--- config.mk ---
export PLATFORM = sky130hd
export DESIGN_NAME = tcp_tx_scheduler_flat
export DESIGN_NICKNAME = d
export VERILOG_FILES = /design/src/rtl/tcp_tx_scheduler_if.sv /design/src/rtl/tcp_tx_scheduler.sv /design/src/flat_wrapper.sv
export SDC_FILE = /design/constraint.sdc
export NUM_CORES = 1
export LEC_CHECK = 0
export BUFFER_PORTS_ARGS = -buffer_cell sky130_fd_sc_hd__buf_2
export CORE_MARGIN = 10
export CORE_UTILIZATION = 51
export CTS_CLUSTER_SIZE = 14
export DETAILED_ROUTE_END_ITERATION = 10
export PLACE_DENSITY = 0.8
export SYNTH_ARGS = -nofsm -noshare
export SYNTH_HDL_FRONTEND = slang
export SYNTH_SLANG_ARGS = --single-unit
--- constraint.sdc ---
create_clock -name aclk -period 2.1 [get_ports aclk]
set_clock_uncertainty 0.2 [all_clocks]
set_input_delay 0.42 -clock aclk [delete_from_list [all_inputs] [get_ports aclk]]
set_output_delay 0.42 -clock aclk [all_outputs]
set_load 0.02 [all_outputs]
--- src/rtl/tcp_tx_scheduler_if.sv ---
// ----------------------------------------------------------------------------
// tcp_tx_scheduler_if
//   Command and completion bundle between the TCP TX scheduler and the TX
//   packet builder, plus the per-frame update pulses that go to the
//   connection state manager.
//
//   Handshake: a command transfers on any rising clock edge where
//   tx_cmd_valid and tx_cmd_ready are both high. Once tx_cmd_valid rises,
//   tx_cmd_type and tx_cmd_len stay stable and valid stays high until that
//   transfer. tx_cmd_done is a one-cycle pulse from the builder when the
//   frame has left.
//
//   Signals:
//     tx_cmd_valid      scheduler -> builder  command valid
//     tx_cmd_ready      builder -> scheduler  command accepted
//     tx_cmd_type       scheduler -> builder  0 SYN_ACK, 1 FIN_ACK, 2 ACK, 3 DATA
//     tx_cmd_len        scheduler -> builder  payload bytes (0 unless DATA)
//     tx_cmd_done       builder -> scheduler  frame finished pulse
//     seq_advance       scheduler -> manager  sequence increment
//     seq_advance_valid scheduler -> manager  pulse qualifying seq_advance
//     ip_id_inc         scheduler -> manager  pulse: bump IP identification
// ----------------------------------------------------------------------------
interface tcp_tx_scheduler_if;
   logic        tx_cmd_valid;
   logic        tx_cmd_ready;
   logic [1:0]  tx_cmd_type;
   logic [15:0] tx_cmd_len;
   logic        tx_cmd_done;
   logic [31:0] seq_advance;
   logic        seq_advance_valid;
   logic        ip_id_inc;

   modport master (
      output tx_cmd_valid,
      output tx_cmd_type,
      output tx_cmd_len,
      output seq_advance,
      output seq_advance_valid,
      output ip_id_inc,
      input  tx_cmd_ready,
      input  tx_cmd_done
   );

   modport slave (
      input  tx_cmd_valid,
      input  tx_cmd_type,
      input  tx_cmd_len,
      input  seq_advance,
      input  seq_advance_valid,
      input  ip_id_inc,
      output tx_cmd_ready,
      output tx_cmd_done
   );
endinterface

--- src/rtl/tcp_tx_scheduler.sv ---
// ----------------------------------------------------------------------------
// tcp_tx_scheduler
//   Arbitrates SYN-ACK, FIN-ACK, standalone ACK and DATA segments onto the
//   single TX packet builder, one command outstanding at a time. Control
//   requests are latched into pending flags, data is limited by the peer
//   receive window, and a standalone ACK is held back (delayed ACK) so it can
//   ride on a data segment instead.
//
//   Ports:
//     aclk, aresetn     clock, asynchronous active-low reset
//     req_syn_ack       pulse: SYN-ACK owed
//     req_fin           pulse: FIN-ACK owed
//     req_ack           pulse: in-order data received, ACK owed
//     tcp_state         connection state (0 IDLE,1 SYN_RCVD,3 EST,6 CLOSE_WAIT,7 LAST_ACK)
//     data_avail        unsent bytes in the TX buffer
//     seq_local         next local sequence number
//     ack_opposite      highest ACK received from the peer
//     opposite_window   peer advertised window
//     shift_count       peer window scale
//     tx                builder command / update-pulse bundle (master side)
//     busy              high whenever the FSM is not in SEL
//     fsm_state         current FSM state (0 SEL, 1 ISSUE, 2 WAIT)
// ----------------------------------------------------------------------------
module tcp_tx_scheduler #(
   parameter int unsigned MSS       = 1460,
   parameter int unsigned ACK_DELAY = 200,
   parameter int unsigned MAX_SHIFT = 14
) (
   input  logic                      aclk,
   input  logic                      aresetn,
   input  logic                      req_syn_ack,
   input  logic                      req_fin,
   input  logic                      req_ack,
   input  logic [3:0]                tcp_state,
   input  logic [31:0]               data_avail,
   input  logic [31:0]               seq_local,
   input  logic [31:0]               ack_opposite,
   input  logic [15:0]               opposite_window,
   input  logic [7:0]                shift_count,
   tcp_tx_scheduler_if.master        tx,
   output logic                      busy,
   output logic [1:0]                fsm_state
);

   typedef enum logic [1:0] {
      SEL   = 2'd0,
      ISSUE = 2'd1,
      WAIT  = 2'd2
   } state_t;

   localparam logic [1:0] T_SYN_ACK = 2'd0;
   localparam logic [1:0] T_FIN_ACK = 2'd1;
   localparam logic [1:0] T_ACK     = 2'd2;
   localparam logic [1:0] T_DATA    = 2'd3;

   localparam int unsigned TW = $clog2(ACK_DELAY + 1);
   localparam logic [TW-1:0] ACK_DELAY_T = TW'(ACK_DELAY);

   state_t        state, state_nxt;
   logic          pend_syn, pend_fin, pend_ack, ack2;
   logic [TW-1:0] ack_timer;
   logic [1:0]    cmd_type, sel_type;
   logic [15:0]   cmd_len, sel_len;
   logic          load;
   logic          seq_adv_v, ip_inc;
   logic [31:0]   seq_adv;

   // ---------------------------------------------------------------------
   // Window arithmetic. inflight uses modulo subtraction so a sequence
   // space wrap between ack_opposite and seq_local is handled naturally.
   // ---------------------------------------------------------------------
   logic [7:0]  shift_eff;
   logic [31:0] win, inflight, room, len_cap, len32;
   logic [15:0] len16;

   assign shift_eff = (shift_count > 8'(MAX_SHIFT)) ? 8'(MAX_SHIFT) : shift_count;
   assign win       = {16'b0, opposite_window} << shift_eff;
   assign inflight  = seq_local - ack_opposite;
   assign room      = (inflight < win) ? (win - inflight) : 32'd0;
   assign len_cap   = (data_avail < 32'(MSS)) ? data_avail : 32'(MSS);
   assign len32     = (room < len_cap) ? room : len_cap;
   assign len16     = 16'(len32);

   // ---------------------------------------------------------------------
   // Eligibility
   // ---------------------------------------------------------------------
   logic st_est, st_close;
   logic elig_syn, elig_fin, elig_data, elig_ack;

   assign st_est    = (tcp_state == 4'd3);
   assign st_close  = (tcp_state == 4'd6) || (tcp_state == 4'd7);
   assign elig_syn  = pend_syn && (tcp_state == 4'd1);
   assign elig_fin  = pend_fin && st_close;
   assign elig_data = st_est && (data_avail != 32'd0) && (room != 32'd0);
   assign elig_ack  = pend_ack && (st_est || st_close) &&
                      ((ack_timer == ACK_DELAY_T) || ack2);

   // ---------------------------------------------------------------------
   // Handshake and clear events
   // ---------------------------------------------------------------------
   logic hs, done_evt, idle_clr, clr_syn, clr_fin, clr_ack;

   assign hs       = (state == ISSUE) && tx.tx_cmd_ready;
   assign done_evt = (state == WAIT) && tx.tx_cmd_done;
   assign idle_clr = (state == SEL) && (tcp_state == 4'd0);
   assign clr_syn  = hs && (cmd_type == T_SYN_ACK);
   assign clr_fin  = hs && (cmd_type == T_FIN_ACK);
   // A DATA segment carries the ACK as well, so it retires pend_ack too.
   assign clr_ack  = hs && ((cmd_type == T_ACK) || (cmd_type == T_DATA));

   // ---------------------------------------------------------------------
   // FSM
   // ---------------------------------------------------------------------
   always_ff @(posedge aclk or negedge aresetn) begin
      if (!aresetn) state <= SEL;
      else          state <= state_nxt;
   end

   always_comb begin
      state_nxt = state;
      load      = 1'b0;
      sel_type  = T_ACK;
      sel_len   = 16'd0;
      case (state)
         SEL: begin
            if (elig_syn) begin
               load     = 1'b1;
               sel_type = T_SYN_ACK;
            end else if (elig_fin) begin
               load     = 1'b1;
               sel_type = T_FIN_ACK;
            end else if (elig_data) begin
               load     = 1'b1;
               sel_type = T_DATA;
               sel_len  = len16;
            end else if (elig_ack) begin
               load     = 1'b1;
               sel_type = T_ACK;
            end
            if (load) state_nxt = ISSUE;
         end
         ISSUE:   if (tx.tx_cmd_ready) state_nxt = WAIT;
         WAIT:    if (tx.tx_cmd_done)  state_nxt = SEL;
         default: state_nxt = SEL;
      endcase
   end

   // ---------------------------------------------------------------------
   // Command registers and per-frame update pulses
   // ---------------------------------------------------------------------
   always_ff @(posedge aclk or negedge aresetn) begin
      if (!aresetn) begin
         cmd_type  <= 2'd0;
         cmd_len   <= 16'd0;
         seq_adv_v <= 1'b0;
         seq_adv   <= 32'd0;
         ip_inc    <= 1'b0;
      end else begin
         if (load) begin
            cmd_type <= sel_type;
            cmd_len  <= sel_len;
         end
         ip_inc    <= done_evt;
         seq_adv_v <= done_evt && (cmd_type != T_ACK);
         if (done_evt && (cmd_type == T_DATA))
            seq_adv <= {16'b0, cmd_len};
         else if (done_evt && (cmd_type != T_ACK))
            seq_adv <= 32'd1;
         else
            seq_adv <= 32'd0;
      end
   end

   // ---------------------------------------------------------------------
   // Pending flags. A request coinciding with its clear keeps the flag set.
   // ---------------------------------------------------------------------
   always_ff @(posedge aclk or negedge aresetn) begin
      if (!aresetn) begin
         pend_syn  <= 1'b0;
         pend_fin  <= 1'b0;
         pend_ack  <= 1'b0;
         ack2      <= 1'b0;
         ack_timer <= '0;
      end else if (idle_clr) begin
         pend_syn  <= 1'b0;
         pend_fin  <= 1'b0;
         pend_ack  <= 1'b0;
         ack2      <= 1'b0;
         ack_timer <= '0;
      end else begin
         pend_syn <= req_syn_ack | (pend_syn & ~clr_syn);
         pend_fin <= req_fin     | (pend_fin & ~clr_fin);
         pend_ack <= req_ack     | (pend_ack & ~clr_ack);
         // A second ACK request while one is already owed forces the ACK out.
         if (clr_ack)                ack2 <= 1'b0;
         else if (req_ack && pend_ack) ack2 <= 1'b1;
         // Timer saturates at ACK_DELAY so eligibility is not lost while the
         // builder is busy with another frame.
         if (clr_ack || !pend_ack)
            ack_timer <= '0;
         else if (ack_timer != ACK_DELAY_T)
            ack_timer <= ack_timer + TW'(1);
      end
   end

   // ---------------------------------------------------------------------
   // Outputs
   // ---------------------------------------------------------------------
   assign tx.tx_cmd_valid      = (state == ISSUE);
   assign tx.tx_cmd_type       = cmd_type;
   assign tx.tx_cmd_len        = cmd_len;
   assign tx.seq_advance       = seq_adv;
   assign tx.seq_advance_valid = seq_adv_v;
   assign tx.ip_id_inc         = ip_inc;
   assign busy                 = (state != SEL);
   assign fsm_state            = state;

endmodule
--- src/flat_wrapper.sv ---
// flat-port wrapper written by rule: the top's interface ports become plain ports
module tcp_tx_scheduler_flat 
#(
   parameter int unsigned MSS       = 1460,
   parameter int unsigned ACK_DELAY = 200,
   parameter int unsigned MAX_SHIFT = 14
)
  (aclk, aresetn, req_syn_ack, req_fin, req_ack, tcp_state, data_avail, seq_local, ack_opposite, opposite_window, shift_count, busy, fsm_state, tx_tx_cmd_valid, tx_tx_cmd_type, tx_tx_cmd_len, tx_seq_advance, tx_seq_advance_valid, tx_ip_id_inc, tx_tx_cmd_ready, tx_tx_cmd_done);
  tcp_tx_scheduler_if tx_i ();
  input  logic aclk;
  input  logic aresetn;
  input  logic req_syn_ack;
  input  logic req_fin;
  input  logic req_ack;
  input  logic [3:0] tcp_state;
  input  logic [31:0] data_avail;
  input  logic [31:0] seq_local;
  input  logic [31:0] ack_opposite;
  input  logic [15:0] opposite_window;
  input  logic [7:0] shift_count;
  output logic busy;
  output logic [1:0] fsm_state;
  output wire logic [$bits(tx_i.tx_cmd_valid)-1:0] tx_tx_cmd_valid;
  output wire logic [$bits(tx_i.tx_cmd_type)-1:0] tx_tx_cmd_type;
  output wire logic [$bits(tx_i.tx_cmd_len)-1:0] tx_tx_cmd_len;
  output wire logic [$bits(tx_i.seq_advance)-1:0] tx_seq_advance;
  output wire logic [$bits(tx_i.seq_advance_valid)-1:0] tx_seq_advance_valid;
  output wire logic [$bits(tx_i.ip_id_inc)-1:0] tx_ip_id_inc;
  input wire logic [$bits(tx_i.tx_cmd_ready)-1:0] tx_tx_cmd_ready;
  input wire logic [$bits(tx_i.tx_cmd_done)-1:0] tx_tx_cmd_done;
  assign tx_tx_cmd_valid = tx_i.tx_cmd_valid;
  assign tx_tx_cmd_type = tx_i.tx_cmd_type;
  assign tx_tx_cmd_len = tx_i.tx_cmd_len;
  assign tx_seq_advance = tx_i.seq_advance;
  assign tx_seq_advance_valid = tx_i.seq_advance_valid;
  assign tx_ip_id_inc = tx_i.ip_id_inc;
  assign tx_i.tx_cmd_ready = tx_tx_cmd_ready;
  assign tx_i.tx_cmd_done = tx_tx_cmd_done;
  tcp_tx_scheduler #(.MSS(MSS), .ACK_DELAY(ACK_DELAY), .MAX_SHIFT(MAX_SHIFT)) u_core (.aclk(aclk), .aresetn(aresetn), .req_syn_ack(req_syn_ack), .req_fin(req_fin), .req_ack(req_ack), .tcp_state(tcp_state), .data_avail(data_avail), .seq_local(seq_local), .ack_opposite(ack_opposite), .opposite_window(opposite_window), .shift_count(shift_count), .tx(tx_i), .busy(busy), .fsm_state(fsm_state));
endmodule
==> results of run 1 <==
[Yosys cell counts (all sizes together), types with 20 or more instances]
cell type and n:
xnor2 32, a21oi 85, and2 22, clkbuf 20, xor2 26, a21o 27, o21ai 54, nor3 25
ha 96, nand2 97, nor2 85, mux2i 56, buf 25, nand3 27, nor2b 20, inv 58
dfrtp 50
[power groups by stage]
stage / logic (W) / registers [W] / clock network (W)
after detailed placement: 0.00554 / 0.00124 / 0
after floorplan: 0.00314 / 0.00131 / 0
final: 0.00707 / 0.00124 / 0.000782
after global placement: 0.00536 / 0.00123 / 0
after global routing: 0.00750 / 0.00126 / 0.000827
after CTS: 0.00595 / 0.00123 / 0.000783
[what timing repair did]
action,CTS,global route
gates cloned,3,3
gates resized for setup,82,111
pin swaps,36,34
setup buffers,12,26
hold endpoints to repair,0,0
setup endpoints to repair,19,21
[worst max-delay path: cells and delay by family]
kind	cells	cell delay, ns
AOI/OAI and AO/OA	16	3.18
buffers and inverters	6	0.59
xor gates and xnor gates	2	0.38
muxes	1	0.15
and+or+nand+nor	6	1.11
adders and majority gates	4	1.09
[path summary, 6_finish.rpt]
kind / from / endpoint / cells after the start
hold reg to reg: u_core.tx.tx_cmd_len[12] / u_core.tx.seq_advance[12] / 1
min in group aclk: tx_tx_cmd_done / u_core.fsm_state[1] / 2
hold / removal: aresetn / u_core.ack_timer[6] / 2
setup reg to reg: u_core.ack_timer[0] / u_core.tx.tx_cmd_type[0] / 10
setup / recovery: seq_local[0] / u_core.tx.tx_cmd_len[12] / 35
max in group asynchronous: aresetn / u_core.tx.seq_advance[2] / 2
[layer usage]
layer,wire (um),global-route usage,vias to the layer above,share of wire
met5,0,0,-,0
met4,2480,0.116,0,0.072
met3,2570,0.0371,231,0.075
met2,17100,0.487,713,0.50
met1,12200,0.291,4843,0.36
li1,-,-,4751,-
[state kept, by name, indices dropped and copies added (netlist names)]
name,cells
u_core.tx.tx_cmd_len,16
u_core.pend_syn,1
u_core.tx.seq_advance,16
u_core.pend_fin,1
u_core.ack_timer,8
u_core.ack2,1
u_core.tx.seq_advance_valid,1
u_core.tx.ip_id_inc,1
u_core.pend_ack,1
u_core.tx.tx_cmd_type,2
u_core.fsm_state,2
[stage by stage]
step | setup slack, ns | instance area (um^2) | hold WS (ns) | std cells
final | -4.83 | 12900 | 0.0256 | 1741
after floorplan | -4.21 | 8350 | -0.0756 | 1058
after global routing | -5.06 | 12900 | 0.0937 | 1741
after global placement | -4.72 | 11500 | 0.278 | 1694
after detailed placement | -5.05 | 11500 | 0.286 | 1694
after CTS | -4.34 | 12200 | 0.0475 | 1714
[cells by family after synthesis]
group,count (synthesis),share of synthesized area
buffers and inverters,103,0.0598
xor gates and xnor gates,58,0.0648
other,2,0.000958
muxes,58,0.0772
and+or+nand+nor,379,0.250
AOI/OAI and AO/OA,273,0.230
adders and majority gates,98,0.158
DFF,50,0.160
[area by class of cell]
type | instances | share of cell area
repair buffers | 533 | 0.294
multi-input cells | 906 | 0.562
clock buffers | 6 | 0.0107
flip-flops and latches | 50 | 0.0968
well taps | 188 | 0.0182
inverters | 58 | 0.0178
==> summary.txt, run 1 <==
Synthesis
  • Post-synth ARST share: 1.00
  • Top-area cell type share of the netlist area: 0.160
  • Cell taking the most area after synthesis: dfrtp_1
  • Number of enable flip-flop cells after synthesis: 0
  • Post-Synthesis Cells: between 1k and 1.5k
  • Yosys reg bits: 50
  • Ys flop type: dfrtp_1
  • Synth warnings: 0
  • Register area share after synthesis: 0.160
  • Main area contributors after synthesis: dfrtp_1 16%, ha_1 15%, mux2i_1 7.1%
  • Avg Cell Area, Syn: slightly below 8 um^2
  • Synth unique cells: between 70 and 80
  • Mapped cell area: 7840 um^2

Floorplan
  • Die X: roughly 140 um
  • Initial core utilization: 0.518
  • Die H: between 100 and 150 um
  • Die area: 20700 um^2
  • Core Region: 15100 um^2
  • Rows: between 40 and 50
  • I/O pin total: around 190

Setup path
  • Critical Path RT: roughly 2.1 ns
  • Critical Path AT: just under 7 ns
  • Worst Setup Start Kind: input pin
  • R2R Setup Slk: -0.12 ns
  • Crit-path max cell delay: about 0.38 ns
  • Crit path max fanout: 6
  • Slowest-stage cell, CP: fa_2
  • WS Path Type: in -> reg
  • Element type at the critical path end: register
  • Cell repeated most along the worst path: o21ai_2

GRT
  • Gr usage total: 0.263
  • GRT Residual Overflow: 0
  • Largest net degree at the start of global routing: about 50
  • Number of global-route vias before repair: approximately 10k
  • First-pass GRT wire length: about 46000 um
  • Initial antenna violation count: 0

Pwr
  • Clock power frac: 0.086
  • Power Internal: between 0.004 and 0.005 W
  • Leak pwr: ~6.6 nW
  • Power Dens Cells: between 700 and 800 nW/um^2
  • NetSw: roughly 0.0042 W
  • Sw Ratio: 0.458
  • Sequential share of power: 0.137
  • Logic pwr share: 0.777
  • Worst VDD drop: roughly 590 uV
  • Tot Pwr: just over 0.009 W

Timing
  • Setup Viol. Count Final: 19
  • Slew Limit Fails: 0
  • Post-route setup slack: -4.83 ns
  • Fin Setup TNS: -87.30 ns
  • Relative max-transition margin: 0.596
  • Final worst-path cycle share: 3.30
  • Min cycle time layout: a little under 7 ns
  • Worst-Margin Slew: between 0.6 and 0.7 ns
  • Highest clock rate: around 0.14 GHz
  • Final-report hold violation count: 0
  • Unrepaired setup endpoints after global routing: true

Run
  • Max-Cap Viols: 0

Placement
  • Gpl congestion: between 0.9 and 1
  • Post-DP HPWL: about 22000 um
  • Port Buffers: 170

Layout
  • Final design utilization: 0.854
  • Leading cell type in the layout, fill and taps excluded: buf_4
  • Share of cells above drive strength 1: 0.475
  • Most frequent cells in the layout: 336 x buf_4, 168 x buf_2, 87 x nand2_1
  • Reg area: 1250 um^2
  • Fillers: slightly below 800
  • Multi-input gate area: roughly 7300 um^2
  • Ant diodes: 0
  • P&R area growth vs syn: 64.8%
  • Nets: around 1.8k

Clock network
  • Root Buffer: clkbuf_16
  • Clock sink count: 50
  • Clock slew at reported path FFs: approximately 0.060 ns
  • Maximum clock path buffer count: 2
  • H-tree depth: 2
  • CTS tree: done
  • Num CTS Buffers: 5
  • Worst-Skew Late Latency: 0.29 ns
  • Post-CTS Hold Buffers: 0

Detailed routing
  • DR WL/cell: roughly 20 um
  • Via density: roughly 6.1
  • Initial DRC count: approximately 820
  • Total number of vias: around 11k
  • Drt total wl: roughly 34000 um
  • Drc violations: 0
  • Pre-Repair DR Iteration Count: 6
  • Post-route ant nets: 0

Outcome
  • Outcome: complete, but fails checks
  • Failing checks: negative setup slack

Worst hold path
  • Worst min path class: in -> async
Power figures use the tool's default switching activity.
==> run 2, diff against run 1 <==
BUFFER_PORTS_ARGS = -buffer_cell sky130_fd_sc_hd__clkbuf_2   (was -buffer_cell sky130_fd_sc_hd__buf_2)
==> run 2 against run 1 <==
Core utilization is 3.4 points lower. The flow still finishes with violations (negative setup slack). Global-route usage is 1.1 points higher. Sequential power hardly changed. Via count is 3.7% lower.
==> summary.txt, run 2 (synthesized netlist as in run 1, its figures left out) <==
Timing
  • Final-report hold violation count: 0 (unchanged)
  • Setup Viol. Count Final: 19 (unchanged)
  • Min cycle time layout: 6.97 ns (+0.0423 ns)
  • Relative max-transition margin: 0.595 (-0.000951)
  • Highest clock rate: 0.143 GHz (-0.61%)
  • Slew Limit Fails: 0 (unchanged)
  • Fin Setup TNS: -86.32 ns (+0.982 ns)
  • Unrepaired setup endpoints after global routing: true
  • Post-route setup slack: -4.87 ns (-0.0423 ns)
  • Worst-Margin Slew: 0.608 ns (+0.00143 ns)
  • Final worst-path cycle share: 3.32 (+0.0201)

Pwr
  • Power Dens Cells: 711 nW/um^2 (+0.97%)
  • Leak pwr: 6.49 nW (-1.8%)
  • Worst VDD drop: 532 uV (-11%)

Layout
  • Final design utilization: 0.819 (-0.0344)
  • Nets: 1766 (-0.95%)
  • Post-route cell area: 12400 um^2 (-4.0%)
  • Share of cells above drive strength 1: 0.433 (-0.0422)
  • Ant diodes: 0 (unchanged)
  • Leading cell type in the layout, fill and taps excluded: buf_4
  • Fillers: 920 (+16%)
  • Most frequent cells in the layout: 329 x buf_4, 169 x clkbuf_2, 91 x ha_1
  • Finished Layout Cells: 1726 (-0.86%)
  • P&R area growth vs syn: 58.2%

Run
  • Max-Cap Viols: 0 (unchanged)

Clock network
  • Clock sink count: 50 (unchanged)
  • H-tree depth: 2 (unchanged)
  • Post-CTS Hold Buffers: 0 (unchanged)
  • Worst-Skew Late Latency: 0.29 ns (about the same)
  • Num CTS Buffers: 5 (unchanged)
  • Root Buffer: clkbuf_16
  • CTS tree: done
  • Maximum clock path buffer count: 2 (unchanged)
  • Clock slew at reported path FFs: 0.06 ns (about the same)

Detailed routing
  • DR WL/cell: 18.2 um (-7.6%)
  • Initial DRC count: 847 (+3.7%)
  • Pre-Repair DR Iteration Count: 8 (+2)
  • Drc violations: 0 (unchanged)
  • Post-route ant nets: 0 (unchanged)
  • Via density: 5.88 (-2.8%)
  • Drt total wl: 31500 um (-8.4%)
  • Total number of vias: 10.2k (-3.7%)

Setup path
  • WS Path Type: in -> reg
  • Crit path max fanout: 11 (+5)
  • Critical Path AT: 6.97 ns (+0.03 ns)
  • Worst Setup Start Kind: input pin
  • Crit-path max cell delay: 0.37 ns (about the same)
  • Element type at the critical path end: register
  • Slowest-stage cell, CP: a2111oi_4
  • R2R Setup Slk: -0.27 ns (-0.15 ns)
  • Critical Path RT: 2.09 ns (-0.02 ns)

Placement
  • Post-DP HPWL: 22100 um (+1.2%)
  • Placed instance count: 1685 (-0.53%)
  • Placed cell areas: 11500 um^2 (-0.59%)
  • Gpl congestion: 0.968 (+2.6%)
  • Port Buffers: 170 (unchanged)

GRT
  • GRT Residual Overflow: 0 (unchanged)
  • Number of global-route vias before repair: 10.3k (+3.3%)
  • Largest net degree at the start of global routing: 51 (unchanged)
  • Gr usage total: 0.274 (+0.0108)
  • Initial antenna violation count: 0 (unchanged)
  • First-pass GRT wire length: 47400 um (+3.2%)

Outcome
  • Failing checks: negative setup slack
  • Outcome: complete, but fails checks

Floorplan
  • I/O pin total: 187 (unchanged)
  • Rows: 45 (unchanged)
  • Initial core utilization: 0.518 (unchanged)
  • Core Region: 15100 um^2 (unchanged)
  • Die area: 20700 um^2 (unchanged)
  • Die H: 144 um (unchanged)
  • Die X: 144 um (unchanged)

Worst hold path
  • Worst min path class: in -> async
run 2: cell count changes in the layout (fill, tap and decap cells not counted), sizes merged:
| cell | previous run | this run |
|---|---|---|
| clkinv | 0 | 1 |
| clkbuf | 9 | 177 |
| buf | 530 | 345 |
| nand2 | 98 | 99 |
run 2: worst paths after layout:
kind / startpoint / end / cells past startpoint
setup / recovery: seq_local[0] / u_core.tx.tx_cmd_len[10] / 37
hold / removal: aresetn / u_core.tx.tx_cmd_type[1] / 2
setup reg to reg: u_core.ack_timer[0] / u_core.tx.tx_cmd_len[10] / 10
hold reg to reg: u_core.tx.tx_cmd_len[5] / u_core.tx.seq_advance[5] / 1
max in group asynchronous: aresetn / u_core.tx.seq_advance[3] / 2
min in group aclk: req_syn_ack / u_core.pend_syn / 3
run 2: layer usage:
metal | up-vias | global-route usage | part of all wire
met1 | 4691 | 0.293 | 0.37
met3 | 201 | 0.0466 | 0.075
met2 | 546 | 0.493 | 0.49
met5 | - | 0 | 0
li1 | 4713 | - | -
met4 | 0 | 0.168 | 0.071
run 2: cell type report:
| class | instances | area, um^2 | area share |
|---|---|---|---|
| Inverter | 58 | 230 | 0.0186 |
| Multi-Input combinational cell | 907 | 6910 | 0.557 |
| Tap cell | 188 | 235 | 0.0190 |
| Timing Repair Buffer | 515 | 3630 | 0.293 |
| Sequential cell | 50 | 1250 | 0.101 |
| Clock buffer | 7 | 143 | 0.0115 |
| Clock inverter | 1 | 5.00 | 0.000403 |
run 2: power by group:
part           switching, W  internal, W  total [W]
Clock              0.000341     0.000473   0.000813
Combinational       0.00351      0.00325    0.00676
Sequential         0.000145      0.00110    0.00124
run 2: critical path: cells and delay by family:
kind	cells	cell delay [ns]
xor gates and xnor gates	1	0.11
buffers and inverters	9	1.09
AOI/OAI and AO/OA	17	3.45
muxes	1	0.22
and+or+nand+nor	5	0.65
adders and majority gates	4	1.00
run 2: timing repair:
action,4_1_cts,5_1_grt
setup buffers,25,4
gates resized for setup,69,43
pin swaps,61,16
hold endpoints to repair,0,0
setup endpoints to repair,19,28
gates cloned,6,0
run 2: stage by stage:
step	setup WS, ns	power (W)	hold WS (ns)
after global routing	-5.11	0.00932	0.0959
after global placement	-4.71	0.00659	0.284
after floorplan	-4.21	0.00445	-0.0756
final	-4.87	0.00882	0.0378
after detailed placement	-5.04	0.00679	0.293
after CTS	-4.33	0.00826	0.0498
